## src/rtl/reset_sequencer_pkg.sv

```systemverilog
// Shared definitions for the reset sequencer: state encoding (decoded from o_state by the
// register map) and the default timing constants.
package reset_sequencer_pkg;

    typedef enum logic [2:0] {
        ST_WAIT_LOCK = 3'd0,
        ST_SEQ       = 3'd1,
        ST_RUN       = 3'd2,
        ST_DSP_PULSE = 3'd3,
        ST_BLANK     = 3'd4,
        ST_LOCKOUT   = 3'd5
    } state_t;

    localparam int DEF_LOCK_FILT   = 4;
    localparam int DEF_STAGE_DLY   = 8;
    localparam int DEF_DSP_RST_CYC = 5;
    localparam int DEF_MAX_RETRY   = 3;
    localparam int DEF_RETRY_CLR   = 1000;

    function automatic int max_int(input int a, input int b);
        return (a > b) ? a : b;
    endfunction

    // One counter width fits every timer, so a single timer module serves all of them.
    function automatic int cnt_width(input int lf, input int sd, input int dr, input int rc);
        return $clog2(max_int(max_int(lf, sd), max_int(dr, rc)) + 1);
    endfunction

endpackage

```

## src/rtl/reset_sequencer_seq_timer.sv

```systemverilog
// Loadable down-counter that saturates at zero; done is high while the count is zero.
module reset_sequencer_seq_timer #(
    parameter int           W       = 10,
    parameter logic [W-1:0] RST_VAL = '0
) (
    input  logic         clk,
    input  logic         rst,
    input  logic         load,
    input  logic [W-1:0] value,
    output logic         done
);
    logic [W-1:0] count;

    always_ff @(posedge clk or posedge rst) begin
        if (rst) begin
            count <= RST_VAL;
        end else if (load) begin
            count <= value;
        end else if (count != '0) begin
            count <= count - 1'b1;
        end
    end

    assign done = (count == '0);

endmodule

```

## src/rtl/reset_sequencer.sv

```systemverilog
// Staged reset sequencer: qualifies DCM lock, releases core/unit/DSP/PWM resets in order and
// handles DSP faults with a retry budget that ends in lockout.
//  state        | meaning
//  WAIT_LOCK    | all resets held, filtering DCM lock
//  SEQ          | releasing core, unit, DSP, PWM one stage apart
//  RUN          | normal operation, watching faults and sw requests
//  DSP_PULSE    | PWM safed, DSP held in reset for the pulse width
//  BLANK        | DSP running, PWM still safed, events ignored
//  LOCKOUT      | retry budget exhausted, PWM and DSP held until cleared
module reset_sequencer
    import reset_sequencer_pkg::*;
#(
    parameter int LOCK_FILT   = DEF_LOCK_FILT,
    parameter int STAGE_DLY   = DEF_STAGE_DLY,
    parameter int DSP_RST_CYC = DEF_DSP_RST_CYC,
    parameter int MAX_RETRY   = DEF_MAX_RETRY,
    parameter int RETRY_CLR   = DEF_RETRY_CLR,
    parameter int RW          = $clog2(MAX_RETRY + 1)
) (
    input  logic          i_clk,
    input  logic          i_rst,
    input  logic          i_DcmLock,
    input  logic          i_wd_dsp_err,
    input  logic          i_xint_dsp_err,
    input  logic          i_sw_req,
    input  logic          i_clr_lockout,
    output logic          o_reset_n_core,
    output logic          o_reset_n_unit,
    output logic          o_reset_n_pwm,
    output logic          o_dsp_rst_n,
    output logic [2:0]    o_state,
    output logic [RW-1:0] o_retry_cnt,
    output logic          o_lockout
);
    localparam int            CW        = cnt_width(LOCK_FILT, STAGE_DLY, DSP_RST_CYC, RETRY_CLR);
    localparam logic [CW-1:0] LOCK_LD   = CW'(LOCK_FILT - 1);
    localparam logic [CW-1:0] STAGE_LD  = CW'(STAGE_DLY - 1);
    localparam logic [CW-1:0] PULSE_LD  = CW'(DSP_RST_CYC - 1);
    localparam logic [CW-1:0] CLR_LD    = CW'(RETRY_CLR - 1);
    localparam logic [RW-1:0] RETRY_SAT = '1;

    state_t        state, state_nxt;
    logic [1:0]    stage, stage_nxt;
    logic          phase_load;
    logic [CW-1:0] phase_val;
    logic          lock_done, phase_done, clr_tmr_done, clr_done;
    logic          lock_lost, fault, retry_hit;
    logic          core_nxt, unit_nxt, pwm_nxt, dsp_nxt, lockout_nxt;
    logic [RW-1:0] retry_nxt;

    assign lock_lost = !i_DcmLock && (state != ST_WAIT_LOCK);
    assign fault     = i_wd_dsp_err | i_xint_dsp_err;
    assign retry_hit = (int'(o_retry_cnt) + 1) >= MAX_RETRY;
    assign clr_done  = clr_tmr_done && (state == ST_RUN);
    assign o_state   = state;

    // Lock filter stays armed at LOCK_FILT-1 until consecutive high samples count it down.
    reset_sequencer_seq_timer #(.W(CW), .RST_VAL(LOCK_LD)) u_lock_tmr (
        .clk   (i_clk),
        .rst   (i_rst),
        .load  ((state != ST_WAIT_LOCK) || !i_DcmLock),
        .value (LOCK_LD),
        .done  (lock_done)
    );

    reset_sequencer_seq_timer #(.W(CW), .RST_VAL('0)) u_phase_tmr (
        .clk   (i_clk),
        .rst   (i_rst),
        .load  (phase_load),
        .value (phase_val),
        .done  (phase_done)
    );

    reset_sequencer_seq_timer #(.W(CW), .RST_VAL(CLR_LD)) u_clr_tmr (
        .clk   (i_clk),
        .rst   (i_rst),
        .load  (state != ST_RUN),
        .value (CLR_LD),
        .done  (clr_tmr_done)
    );

    always_ff @(posedge i_clk or posedge i_rst) begin
        if (i_rst) begin
            state          <= ST_WAIT_LOCK;
            stage          <= '0;
            o_reset_n_core <= 1'b0;
            o_reset_n_unit <= 1'b0;
            o_reset_n_pwm  <= 1'b0;
            o_dsp_rst_n    <= 1'b0;
            o_retry_cnt    <= '0;
            o_lockout      <= 1'b0;
        end else begin
            state          <= state_nxt;
            stage          <= stage_nxt;
            o_reset_n_core <= core_nxt;
            o_reset_n_unit <= unit_nxt;
            o_reset_n_pwm  <= pwm_nxt;
            o_dsp_rst_n    <= dsp_nxt;
            o_retry_cnt    <= retry_nxt;
            o_lockout      <= lockout_nxt;
        end
    end

    always_comb begin
        state_nxt  = state;
        stage_nxt  = stage;
        phase_load = 1'b0;
        phase_val  = STAGE_LD;
        if (lock_lost) begin
            state_nxt = ST_WAIT_LOCK;
        end else begin
            case (state)
                ST_WAIT_LOCK: begin
                    if (i_DcmLock && lock_done) begin
                        state_nxt  = o_lockout ? ST_LOCKOUT : ST_SEQ;
                        stage_nxt  = '0;
                        phase_load = 1'b1;
                    end
                end
                ST_SEQ: begin
                    if (phase_done) begin
                        phase_load = 1'b1;
                        if (stage == 2'd3) begin
                            state_nxt = ST_RUN;
                        end else begin
                            stage_nxt = stage + 2'd1;
                        end
                    end
                end
                ST_RUN: begin
                    if (fault) begin
                        state_nxt  = retry_hit ? ST_LOCKOUT : ST_DSP_PULSE;
                        phase_load = 1'b1;
                        phase_val  = PULSE_LD;
                    end else if (i_sw_req) begin
                        state_nxt  = ST_DSP_PULSE;
                        phase_load = 1'b1;
                        phase_val  = PULSE_LD;
                    end
                end
                ST_DSP_PULSE: begin
                    if (phase_done) begin
                        state_nxt  = ST_BLANK;
                        phase_load = 1'b1;
                    end
                end
                ST_BLANK: begin
                    if (phase_done) begin
                        state_nxt = ST_RUN;
                    end
                end
                ST_LOCKOUT: begin
                    if (i_clr_lockout) begin
                        state_nxt  = ST_DSP_PULSE;
                        phase_load = 1'b1;
                        phase_val  = PULSE_LD;
                    end
                end
                default: state_nxt = ST_WAIT_LOCK;
            endcase
        end
    end

    always_comb begin
        core_nxt    = o_reset_n_core;
        unit_nxt    = o_reset_n_unit;
        pwm_nxt     = o_reset_n_pwm;
        dsp_nxt     = o_dsp_rst_n;
        retry_nxt   = o_retry_cnt;
        lockout_nxt = o_lockout;
        if (lock_lost) begin
            core_nxt = 1'b0;
            unit_nxt = 1'b0;
            pwm_nxt  = 1'b0;
            dsp_nxt  = 1'b0;
        end else begin
            case (state)
                ST_SEQ: begin
                    if (phase_done) begin
                        case (stage)
                            2'd0:    core_nxt = 1'b1;
                            2'd1:    unit_nxt = 1'b1;
                            2'd2:    dsp_nxt  = 1'b1;
                            default: pwm_nxt  = 1'b1;
                        endcase
                    end
                end
                ST_RUN: begin
                    if (fault) begin
                        pwm_nxt     = 1'b0;
                        dsp_nxt     = 1'b0;
                        retry_nxt   = (o_retry_cnt == RETRY_SAT) ? o_retry_cnt : o_retry_cnt + 1'b1;
                        lockout_nxt = retry_hit;
                    end else if (i_sw_req) begin
                        pwm_nxt = 1'b0;
                        dsp_nxt = 1'b0;
                    end else if (clr_done) begin
                        retry_nxt = '0;
                    end
                end
                ST_DSP_PULSE: begin
                    if (phase_done) begin
                        dsp_nxt = 1'b1;
                    end
                end
                ST_BLANK: begin
                    if (phase_done) begin
                        pwm_nxt = 1'b1;
                    end
                end
                ST_LOCKOUT: begin
                    pwm_nxt = 1'b0;
                    dsp_nxt = 1'b0;
                    if (i_clr_lockout) begin
                        retry_nxt   = '0;
                        lockout_nxt = 1'b0;
                    end
                end
                default: ;
            endcase
        end
    end

endmodule
```

## config.mk

```make
export PLATFORM = sky130hd
export DESIGN_NAME = reset_sequencer
export DESIGN_NICKNAME = d
export VERILOG_FILES = /design/src/rtl/reset_sequencer_pkg.sv /design/src/rtl/reset_sequencer_seq_timer.sv /design/src/rtl/reset_sequencer.sv
export SDC_FILE = /design/constraint.sdc
export NUM_CORES = 1
export LEC_CHECK = 0
export CORE_MARGIN = 4
export CORE_UTILIZATION = 63
export CTS_BUF_LIST = sky130_fd_sc_hd__clkbuf_16
export DETAILED_ROUTE_END_ITERATION = 16
export GPL_TIMING_DRIVEN = 0
export HOLD_SLACK_MARGIN = 0.08
export PLACE_DENSITY = 0.93
export SYNTH_ARGS = -nofsm -noshare
export SYNTH_HDL_FRONTEND = slang
export SYNTH_SLANG_ARGS = --single-unit
```

## constraint.sdc

```tcl
create_clock -name i_clk -period 4.2 [get_ports i_clk]
set_clock_uncertainty 0.05 [all_clocks]
set_input_delay 1.26 -clock i_clk [delete_from_list [all_inputs] [get_ports i_clk]]
set_output_delay 1.26 -clock i_clk [all_outputs]
set_load 0.03 [all_outputs]
```

; Yosys cells after proc, flatten, opt, wreduce, memory -nomap -nowiden
; Cells that the tools add are included.
[classes]
addsub = 6
magnitude_cmp = 1
eq_ne = 27
mux = 62
bitwise = 2
reduce_logical = 35
[ops]
columns = cell, n
row1 = 10-bit two-way mux, 6
row2 = 3-bit two-way mux, 11
row3 = 10-bit logical NOT, 3
row4 = 3-bit inequality test (second input constant), 10
row5 = 10-bit nonzero test, 3
row6 = 10-bit by 1-bit subtractor with 10-bit output (second input constant), 3
row7 = 1-bit two-way mux, 25
row8 = 2-bit two-way mux, 12
row9 = 3-bit one-hot mux with 6 select lines, 1
row10 = 2-bit nonzero test, 9
row11 = 5-bit AND reduction, 3
row12 = 1-bit one-hot mux with 4 select lines, 3
row13 = 2-bit one-hot mux with 2 select lines, 3
row14 = 2-bit inequality test (second input constant), 5
row15 = 5-bit nonzero test, 2
row16 = 7-bit AND reduction, 1
row17 = 2-bit == test (second input constant), 3
row18 = 3-bit by 2-bit == test with 1-bit output (second input constant), 2
row19 = 3-bit == test (second input constant), 2
row20 = 3-bit by 2-bit inequality test with 1-bit output (second input constant), 2
row21 = 3-bit AND reduction, 2
row22 = 6-bit AND reduction, 1
row23 = 2-bit by 1-bit adder with 2-bit output (second input constant), 2
row24 = 4-bit inequality test (second input constant), 1
row25 = other kinds (16), 18
[word_totals]
register_bits = 42
input_bits = 7
output_inout_bits = 10
elab_cells = 144

; Depth between registers and ports, before layout
; Gate-level depths: netlist of the first run.
[depth]
ltp_word = 6
ltp_mapped = 9
ltp_nobuf = 7

; Cells and area by module
; Synthesis of the first run repeated with hierarchy kept, for this count alone.
[hier_totals]
hier_cells = 346
hier_area_um2 = 3072.9
[modules_own_cells]
columns = module, n_inst, cells_per_inst, area_each_um2, seq_area_each_um2
row1 = reset_sequencer, 1, 118, 980.9, 300.3
row2 = reset_sequencer_seq_timer (u_clr_tmr), 1, 76, 703.2, 260.2
row3 = reset_sequencer_seq_timer (u_lock_tmr), 1, 76, 695.7, 252.7
row4 = reset_sequencer_seq_timer (u_phase_tmr), 1, 76, 693.2, 250.2

; Least setup slack after synthesis of the first run
; OpenSTA, ideal clock, no wires.
[synth_path]
path_kind = input port to flip-flop
startpoint = input port i_DcmLock
endpoint = register state[2], in the netlist o_state[2]
setup_time_ps = 125
arrival_ps = 2579
t_required_ps = 4025
path_slack_ps = 1446
path_stages = 5
path_buffers = 0
path_cell_list = nor4bb_1 -> nand3_1 -> a21o_1 -> or3_4 -> mux2_4
[synth_via]
elab_chain_len = 4
word_cells_on_any_way = 12
cone_classes = eq/ne (7) / mux (1) / reduce/logical (4)
[synth_rtl]
columns = element, line_no
row1 = from (decl), reset_sequencer.sv:22  ; input logic i_DcmLock,
row2 = 1-bit logical NOT, reset_sequencer.sv:51  ; assign lock_lost = !i_DcmLock && (state != ST_WAIT_LOCK);
row3 = 1-bit logical AND, reset_sequencer.sv:51
row4 = 4-bit inequality test (no source line) or 3-bit inequality test (tied branches), --
row5 = 7-bit AND reduction (no source line), --
row6 = to (signal assigned), reset_sequencer.sv:93  ; state <= state_nxt;
row7 = to (decl), reset_sequencer.sv:42  ; state_t state, state_nxt;
; Parallel ways exist; a longest one is shown, timed or not.
; A chain may end at the register's enable or synchronous reset.

; Worst setup path after layout of the first run
[layout_path]
startpoint = input port i_DcmLock
endpoint = register u_phase_tmr.count[1]
[layout_via]
elab_chain_len = 5
word_cells_on_any_way = 9
cone_classes = mux (5) / reduce/logical (4)
[layout_rtl]
columns = element, line_no
row1 = 1-bit logical AND, reset_sequencer.sv:114  ; if (i_DcmLock && lock_done) begin
row2 = 1-bit two-way mux, reset_sequencer.sv:114
row3 = 1-bit one-hot mux with 4 select lines, reset_sequencer.sv:112  ; case (state)
row4 = 1-bit two-way mux, reset_sequencer.sv:109  ; if (lock_lost) begin
row5 = 10-bit two-way mux or 2-bit nonzero test (tied branches), --
row6 = to (signal assigned), reset_sequencer_seq_timer.sv:18  ; count <= value;
row7 = to (signal assigned), reset_sequencer_seq_timer.sv:20  ; count <= count - 1'b1;
row8 = to (decl), reset_sequencer_seq_timer.sv:12  ; logic [W-1:0] count;
; Parallel ways exist; a longest one is shown, timed or not.

==> run_results.csv, run 1 <==
group,metric,value,unit
yosys,ys_seq_area_frac,0.412,
sta,fin_crit,3.32,ns
die,start_util,0.650,
yosys,synth_edf_count,0,
global_routing,grt_antenna_before_repair,0,
clocking,cts_sinks,42,
critical_path,crit_chain,"clkdlybuf4s50_1, nor4bb_1, nand4_1, clkbuf_1, a31oi_1, buf_2, o21ai_1, o21ai_0",
die,fp.dieH,72.0,um
critical_path,slowest_delay,0.61,ns
critical_path,criticalPathCategory,"in -> reg",
run,max-cap-violations,0,
worst_hold_path,min_path_type,"reg -> reg",
critical_path,cp_num_buf_inv,3,
die,core_area,3970,um2
final_layout,drive_gt1_frac,0.113,
critical_path,start_kind,"primary input",
power,leakagePower,1.26,nW
final_layout,layout_common_cells,"nor2_1, dfrtp_1, nand2_1",
yosys,syn_area,2580,um2
clocking,cts_buffers,5,
run_status,status,"finished clean",
clocking,cts_root_buf,"clkbuf_16",
clocking,insertion_delay,0.29,ns
detailed_routing,drtAntennaViolNets,0,
detailed_routing,wirelength,5590,um
clocking,cts_max_level,2,
yosys,yosys_warnings,0,
die,die-area,5190,um2
sta,slew_headroom,0.422,
placement,dp_cells,343,
sta,tightestPinTransition,0.865,ns
critical_path,cp-end-kind,"flop",
critical_path,required,4.36,ns
power,powerDensity,628,nW/um2
final_layout,instances_no_fill,351,
clocking,clock_path_buffers,2,
die,ios,17,
clocking,path_clk_slew,0.06,ns
placement,place_congestion,0.871,
final_layout,final_common_cell,"nor2_1",
yosys,synth_nets,296,
critical_path,critical-path-top-delay-family,"buffers and inverters",
yosys,ys_ff_latch,42,
sta,rsz0062_at_grt,"no",
power,ir_drop,0.376,mV
detailed_routing,via_per_inst,6.16,
critical_path,crit_slowest_cell,"clkdlybuf4s50_1",
yosys,synthCells,277,
clocking,cts_resized,0,
die,chipWidth,72.0,um
yosys,synth.avg_cell_area,9.32,um2
clocking,cts_tree,"built",
critical_path,crit_start,"i_DcmLock",
yosys,ys_types,54,
final_layout,layout-area-overhead-vs-synth,14.1,%
critical_path,regToRegStartpoint,"u_phase_tmr.count[0]$_DFFE_PP0P_",
sta,report.final.slew_viol_count,0,
placement,io_buffers,16,
final_layout,nNetsFinal,319,
placement,dp_hpwl,3840,um
yosys,async_flop_share,1.00,
global_routing,grt_pass1_vias,2046,
worst_hold_path,worstHoldStart,"o_reset_n_unit$_DFFE_PP0P_",
clocking,cts_setup_buffers,0,
sta,fmax,0.301,GHz
global_routing,overflow,0,
global_routing,grt_max_degree,43,
detailed_routing,wire_per_inst,15.9,um
sta,period_share,0.791,
clocking,ctsHoldBuffers,0,
detailed_routing,dr.pass1.iters,4,
sta,hold_viol_final,0,
sta,setup_viol,0,
sta,setup_tns,0,ns
detailed_routing,routed-via-count,2161,
yosys,synthFlopType,"dfrtp_1",
critical_path,cp.arrival,3.48,ns
detailed_routing,drc,0,
global_routing,track_usage,0.231,
detailed_routing,first_iter_violations,203,
critical_path,cp_max_fo,10,
global_routing,grt_pass1_wl,9300,um
die,rows,23,
final_layout,diodes,0,
routing by layer:
metal,vias to the layer above,wire length [um],global-route usage
met4,0,177,0.111
met3,22,275,0.0526
met2,70,2760,0.385
li1,1025,-,-
met1,1044,2380,0.283
met5,-,0,0
synth_stat cells (all sizes together) (4+ instances only):
library cell	instances	area (um2)
nand2	23	86.3
clkbuf	7	26.3
a21oi	13	65.1
dfrtp	32	801
nor3	8	45.0
nand4b	5	43.8
nand3	12	65.1
o31ai	4	30.0
xnor2	4	35.0
nand4	4	25.0
xor2	15	131
nor2	39	146
mux2	4	56.3
nor4	5	61.3
ha	12	150
o21ai	15	75.1
dfstp	10	263
inv	14	52.6
worst reg2reg max path: cells and delay by family, from the launching register on:
kind | cells | cell delay, ns
simple gates | 3 | 1.14
flops | 1 | 0.37
mux | 1 | 0.30
buf+inv | 2 | 0.26
fa+ha+maj | 1 | 0.19
compound gates | 1 | 0.10
metrics by stage:
| step | total power [W] | util | worst slack (ns) | cell area (um2) | hold slack, ns |
|---|---|---|---|---|---|
| after floorplan | 0.00124 | - | 1.45 | 2580 | 0.453 |
| after global placement | 0.00143 | 0.706 | 0.673 | 2800 | 0.442 |
| after detailed placement | 0.00146 | 0.706 | 0.615 | 2800 | 0.440 |
| after CTS | 0.00185 | 0.742 | 0.907 | 2950 | 0.468 |
| after global routing | 0.00198 | 0.742 | 0.757 | 2950 | 0.487 |
| final | 0.00185 | 0.742 | 0.879 | 2950 | 0.460 |
path summary, 6_finish.rpt:
kind / to / slack (ns) / cells after the start
worst max-delay path: u_phase_tmr.count[1]$_DFFE_PP0P_ / 0.88 / 8
worst min-delay path: o_reset_n_unit$_DFFE_PP0P_ / 0.46 / 2
worst max register to register: o_state[2]$_DFFE_PP0P_ / 1.68 / 8
worst min register to register: o_reset_n_unit$_DFFE_PP0P_ / 0.46 / 2
max in group asynchronous: o_reset_n_pwm$_DFFE_PP0P_ / 2.13 / 2
min in group asynchronous: u_lock_tmr.count[7]$_DFFE_PP0P_ / 1.42 / 2
logic make-up after synthesis:
logic type / Yosys count / synth area share
fa+ha+maj: 12 / 0.0582
buf+inv: 24 / 0.0388
xor+xnor: 19 / 0.0645
mux: 7 / 0.0334
simple gates: 121 / 0.257
compound gates: 52 / 0.136
flops: 42 / 0.412
cell type report:
type	count	area, um2
Multi-Input combinational cell	211	1420
Timing Repair Buffer	16	160
Buffer	10	47.5
Inverter	14	52.6
Fill cell	280	1030
Clock inverter	3	16.3
Sequential cell	42	1060
Tap cell	50	62.6
Clock buffer	5	125
registers in the layout, indices dropped and copies added, names as in the netlist:
signal             flops
o_reset_n_unit         1
u_clr_tmr.count       10
o_reset_n_core         1
o_retry_cnt            2
o_lockout              1
o_state                3
u_phase_tmr.count     10
u_lock_tmr.count      10
o_reset_n_pwm          1
stage                  2
o_dsp_rst_n            1
report_power, final:
group | leakage, nW | switching, W | internal [W] | total [W]
sequential | 0.523 | 0.000113 | 0.000514 | 0.000627
clock | 0.0672 | 0.000157 | 0.000217 | 0.000374
combinational | 0.668 | 0.000489 | 0.000360 | 0.000849
Note: power is estimated with default switching activity, not from simulation.
==> run 2, diff against run 1 <==
--- a/config.mk
+++ b/config.mk
@@ -6,12 +6,12 @@
 export NUM_CORES = 1
 export LEC_CHECK = 0
 export CORE_MARGIN = 4
-export CORE_UTILIZATION = 63
+export CORE_UTILIZATION = 59
 export CTS_BUF_LIST = sky130_fd_sc_hd__clkbuf_16
 export DETAILED_ROUTE_END_ITERATION = 16
 export GPL_TIMING_DRIVEN = 0
 export HOLD_SLACK_MARGIN = 0.08
-export PLACE_DENSITY = 0.93
+export PLACE_DENSITY = 0.89
 export SYNTH_ARGS = -nofsm -noshare
 export SYNTH_HDL_FRONTEND = slang
 export SYNTH_SLANG_ARGS = --single-unit
==> constraint.sdc (replaced) <==
create_clock -name i_clk -period 3.4 [get_ports i_clk]
set_clock_uncertainty 0.05 [all_clocks]
set_input_delay 1.02 -clock i_clk [delete_from_list [all_inputs] [get_ports i_clk]]
set_output_delay 1.02 -clock i_clk [all_outputs]
set_load 0.03 [all_outputs]
==> run 2 against run 1 <==
  * Clock power increased by 20%
  * Combinational power is 25% higher
  * Via count shrank 1.9%
  * Design area fell by 0.13%
  * Sequential share of layout area is essentially flat
==> run_results.csv, run 2 (synthesized netlist as in run 1, its figures left out) <==
group,metric,value,unit
clocking,cts_resized,0,
final_layout,biggestRegsByFlops,"u_clr_tmr.count (10), u_lock_tmr.count (10), u_phase_tmr.count (10)",
critical_path,criticalPathCategory,"in -> reg",
global_routing,grt_pass1_vias,2129,
placement,place_congestion,0.938,
die,chipWidth,74.1,um
critical_path,cp_max_fo,10,
die,die-area,5500,um2
critical_path,required,3.55,ns
final_layout,diodes,0,
power,intPower,0.00135,W
die,core_area,4120,um2
detailed_routing,drc,0,
placement,dp_hpwl,3860,um
power,p_sw_frac,0.408,
clocking,cts_setup_buffers,0,
run_status,status,"finished clean",
detailed_routing,wire_per_inst,15.9,um
power,leakagePower,1.26,nW
final_layout,regArea,1060,um2
clocking,cts_root_buf,"clkbuf_16",
clocking,cts_sinks,42,
sta,setup_viol,0,
placement,io_buffers,16,
die,start_util,0.627,
worst_hold_path,min_path_type,"reg -> reg",
critical_path,cp-end-kind,"flop",
power,power.total,0.00228,W
clocking,insertion_delay,0.28,ns
final_layout,layout-area-overhead-vs-synth,14.0,%
sta,hold_viol_final,0,
sta,setup_tns,0,ns
die,rows,23,
final_layout,nNetsFinal,319,
sta,fmax,0.326,GHz
clocking,cts_max_level,2,
detailed_routing,wirelength,5600,um
global_routing,overflow,0,
power,seqPwrFrac,0.337,
sta,slew_headroom,0.426,
final_layout,fill_cells,300,
clocking,cts_tree,"built",
global_routing,grt_pass1_wl,9800,um
sta,period_share,0.901,
clocking,ctsHoldBuffers,0,
power,ir_drop,0.335,mV
final_layout,drive_gt1_frac,0.110,
global_routing,track_usage,0.230,
power,pwr-share-comb,0.467,
global_routing,grt_max_degree,43,
sta,tightestPinTransition,0.859,ns
run,max-cap-violations,0,
clocking,cts_buffers,5,
sta,rsz0062_at_grt,"no",
die,fp.dieH,74.1,um
power,powerDensity,776,nW/um2
detailed_routing,routed-via-count,2120,
global_routing,grt_antenna_before_repair,0,
final_layout,multi_input_area,1420,um2
clocking,path_clk_slew,0.06,ns
power,p_clk_frac,0.197,
final_layout,final_common_cell,"nor2_1",
critical_path,cp.arrival,3.22,ns
sta,report.final.slew_viol_count,0,
detailed_routing,dr.pass1.iters,4,
power,switching_power,0.000932,W
sta,fin_crit,3.06,ns
die,ios,17,
final_layout,layout_common_cells,"nor2_1, dfrtp_1, nand2_1",
detailed_routing,via_per_inst,6.04,
detailed_routing,drtAntennaViolNets,0,
critical_path,start_kind,"primary input",
detailed_routing,first_iter_violations,205,
clocking,clock_path_buffers,2,
[run 2: cell types whose count changed in the layout (fill, tap and decap cells not counted), sizes merged]
cell | previous run | this run
inv | 14 | 15
clkinvlp | 1 | 0
[run 2: layout make-up]
type,instances,area share
multi-input cells,211,0.482
clock buffers,5,0.0425
well taps,50,0.0213
inverters,14,0.0179
clock inverters,3,0.00425
plain buffers,10,0.0162
flip-flops and latches,42,0.362
repair buffers,16,0.0544
[run 2: metrics by stage]
stage	area, um2	std cells	hold slack (ns)	setup WS, ns	utilization
CTS	2940	351	0.456	0.366	0.715
floorplan	2580	277	0.453	0.886	-
detailed placement	2800	343	0.434	0.116	0.681
global placement	2800	343	0.438	0.157	0.681
finish	2940	351	0.449	0.335	0.715
global route	2940	351	0.470	0.182	0.715
[run 2: routing by layer]
layer | vias to the layer above | GRT usage | routed length, um
li1 | 1018 | - | -
met1 | 1031 | 0.296 | 2440
met2 | 60 | 0.375 | 2760
met3 | 11 | 0.0500 | 313
met4 | 0 | 0.0926 | 91
met5 | - | 0 | 0
[run 2: power by group through the flow]
stage | sequential (W) | combinational (W) | clock [W]
4_1_cts | 0.000768 | 0.00106 | 0.000455
2_1_floorplan | 0.000825 | 0.000710 | 0
3_5_place_dp | 0.000775 | 0.00103 | 0
6_report | 0.000768 | 0.00106 | 0.000450
3_3_place_gp | 0.000768 | 0.00100 | 0
5_1_grt | 0.000791 | 0.00119 | 0.000478
[run 2: worst paths after layout]
path / startpoint / endpoint / slack, ns / cells after the start
max in group asynchronous: i_rst / u_phase_tmr.count[2]$_DFFE_PP0P_ / 1.57 / 2
setup / recovery: i_DcmLock / u_phase_tmr.count[1]$_DFFE_PP0P_ / 0.34 / 8
min in group asynchronous: i_rst / stage[1]$_DFFE_PP0P_ / 1.19 / 2
hold / removal: o_dsp_rst_n$_DFFE_PP0P_ / o_dsp_rst_n$_DFFE_PP0P_ / 0.45 / 1
hold reg to reg: o_dsp_rst_n$_DFFE_PP0P_ / o_dsp_rst_n$_DFFE_PP0P_ / 0.45 / 1
setup reg to reg: u_phase_tmr.count[0]$_DFFE_PP0P_ / o_state[2]$_DFFE_PP0P_ / 0.87 / 8
[run 2: worst max-delay path, stage by stage]
cell,delay (ns)
clkdlybuf4s50_1,0.61
nor4bb_1,0.39
nand4_1,0.17
clkbuf_1,0.27
a31oi_1,0.26
buf_2,0.25
o21ai_1,0.14
o21ai_0,0.10
==> run 3, diff against run 2 <==
--- a/config.mk
+++ b/config.mk
@@ -5,7 +5,6 @@
 export SDC_FILE = /design/constraint.sdc
 export NUM_CORES = 1
 export LEC_CHECK = 0
-export CORE_MARGIN = 4
 export CORE_UTILIZATION = 59
 export CTS_BUF_LIST = sky130_fd_sc_hd__clkbuf_16
 export DETAILED_ROUTE_END_ITERATION = 16
==> run 3 against run 2 <==
  * Sequential share of layout area decreased by 0.31 points
  * Wire length decreased by 1.4%
  * Sequential power increased by 0.5%
  * Clock-buffer cell count unchanged
  * Final cell count unchanged
  * Core utilization increased by 1.1 points
  * Via count decreased by 0.66%
  * Setup slack got worse by 0.040 ns
  * Power increased by 3.2%
  * Critical endpoint unchanged
  * Largest power group unchanged
==> run_results.csv, run 3 (synthesized netlist as in run 1, its figures left out) <==
group,metric,value,unit
sta,fin_crit,3.10,ns
clocking,cts_buffers,5,
power,powerDensity,794,nW/um2
final_layout,drive_gt1_frac,0.110,
clocking,insertion_delay,0.28,ns
global_routing,track_usage,0.269,
global_routing,grt_max_degree,43,
placement,place_congestion,0.945,
die,rows,23,
detailed_routing,via_per_inst,6.00,
clocking,cts_setup_buffers,0,
sta,period_share,0.913,
placement,io_buffers,16,
detailed_routing,drc,0,
clocking,ctsHoldBuffers,0,
power,seqPwrFrac,0.328,
sta,report.final.slew_viol_count,0,
final_layout,layout-area-overhead-vs-synth,14.9,%
final_layout,fill_cells,296,
die,start_util,0.632,
detailed_routing,drtAntennaViolNets,0,
final_layout,multi_input_area,1420,um2
clocking,cts_root_buf,"clkbuf_16",
power,pwr-share-comb,0.449,
die,core_area,4090,um2
run_status,status,"finished clean",
sta,fmax,0.322,GHz
critical_path,cp-end-kind,"flop",
sta,setup_viol,0,
clocking,cts_max_level,2,
sta,whs,0.469,ns
final_layout,regArea,1060,um2
critical_path,cp.arrival,3.25,ns
power,p_clk_frac,0.223,
placement,dp_hpwl,3860,um
final_layout,final_util,0.726,
detailed_routing,wire_per_inst,15.7,um
detailed_routing,wirelength,5520,um
detailed_routing,routed-via-count,2106,
final_layout,diodes,0,
placement,post_dp_cell_area,2800,um2
final_layout,stdcell_area,2970,um2
clocking,path_clk_slew,0.06,ns
sta,slew_headroom,0.425,
sta,setup_tns,0,ns
critical_path,cp_max_fo,10,
die,chipWidth,68.1,um
sta,rsz0062_at_grt,"no",
final_layout,biggestRegsByFlops,"u_clr_tmr.count (10), u_lock_tmr.count (10), u_phase_tmr.count (10)",
sta,tightestPinTransition,0.862,ns
clocking,cts_tree,"built",
global_routing,grt_pass1_vias,2082,
final_layout,layout_common_cells,"nor2_1, dfrtp_1, nand2_1",
detailed_routing,dr.pass1.iters,4,
sta,hold_viol_final,0,
critical_path,required,3.55,ns
clocking,cts_resized,0,
power,leakagePower,1.28,nW
power,switching_power,0.000931,W
clocking,cts_sinks,42,
die,die-area,4640,um2
power,p_sw_frac,0.395,
global_routing,grt_antenna_before_repair,0,
critical_path,criticalPathCategory,"in -> reg",
power,ir_drop,0.410,mV
detailed_routing,first_iter_violations,161,
die,fp.dieH,68.1,um
global_routing,overflow,0,
final_layout,final_common_cell,"nor2_1",
clocking,clock_path_buffers,2,
die,ios,17,
critical_path,start_kind,"primary input",
global_routing,grt_pass1_wl,9220,um
run,max-cap-violations,0,
power,intPower,0.00143,W
worst_hold_path,min_path_type,"reg -> reg",
power,power.total,0.00236,W
final_layout,nNetsFinal,319,
run 3: layout make-up:
type | count | area share
Buffer | 10 | 0.0160
Sequential cell | 42 | 0.358
Timing Repair Buffer | 16 | 0.0540
Tap cell | 50 | 0.0211
Clock buffer | 5 | 0.0422
Inverter | 14 | 0.0177
Clock inverter | 3 | 0.0127
Multi-Input combinational cell | 211 | 0.478
run 3: power groups by stage:
stage                     Clock [W]  Sequential, W  Combinational, W
after floorplan                   0       0.000825          0.000710
after global placement            0       0.000769           0.00100
after detailed placement          0       0.000778           0.00104
after CTS                  0.000529       0.000770           0.00106
after global routing       0.000551       0.000790           0.00117
final                      0.000525       0.000772           0.00106
run 3: final timing paths:
kind,startpoint,endpoint,slack [ns],cells past startpoint
worst max-delay path,i_DcmLock,u_phase_tmr.count[1]$_DFFE_PP0P_,0.30,8
worst min-delay path,o_reset_n_unit$_DFFE_PP0P_,o_reset_n_unit$_DFFE_PP0P_,0.47,2
worst max register to register,u_phase_tmr.count[0]$_DFFE_PP0P_,o_state[2]$_DFFE_PP0P_,0.82,8
worst min register to register,o_reset_n_unit$_DFFE_PP0P_,o_reset_n_unit$_DFFE_PP0P_,0.47,2
max in group asynchronous,i_rst,u_lock_tmr.count[7]$_DFFE_PP0P_,1.56,2
min in group asynchronous,i_rst,o_dsp_rst_n$_DFFE_PP0P_,1.18,2
run 3: routing by layer:
| layer | wire length [um] | GRT usage | vias up |
|---|---|---|---|
| li1 | - | - | 1021 |
| met1 | 2490 | 0.319 | 1031 |
| met2 | 2730 | 0.477 | 45 |
| met3 | 223 | 0.0467 | 9 |
| met4 | 80 | 0.107 | 0 |
| met5 | 0 | 0 | - |
run 3: metrics by stage:
stage	worst slack, ns	cells
2_1_floorplan	0.886	277
3_3_place_gp	0.137	343
3_5_place_dp	0.0524	343
5_1_grt	0.110	351
6_report	0.295	351
4_1_cts	0.341	351
run 3: worst max-delay path: stages:
cell,delay [ns]
clkdlybuf4s50_1,0.64
nor4bb_1,0.43
nand4_1,0.17
clkbuf_1,0.28
a31oi_1,0.25
buf_2,0.24
o21ai_1,0.12
o21ai_0,0.09
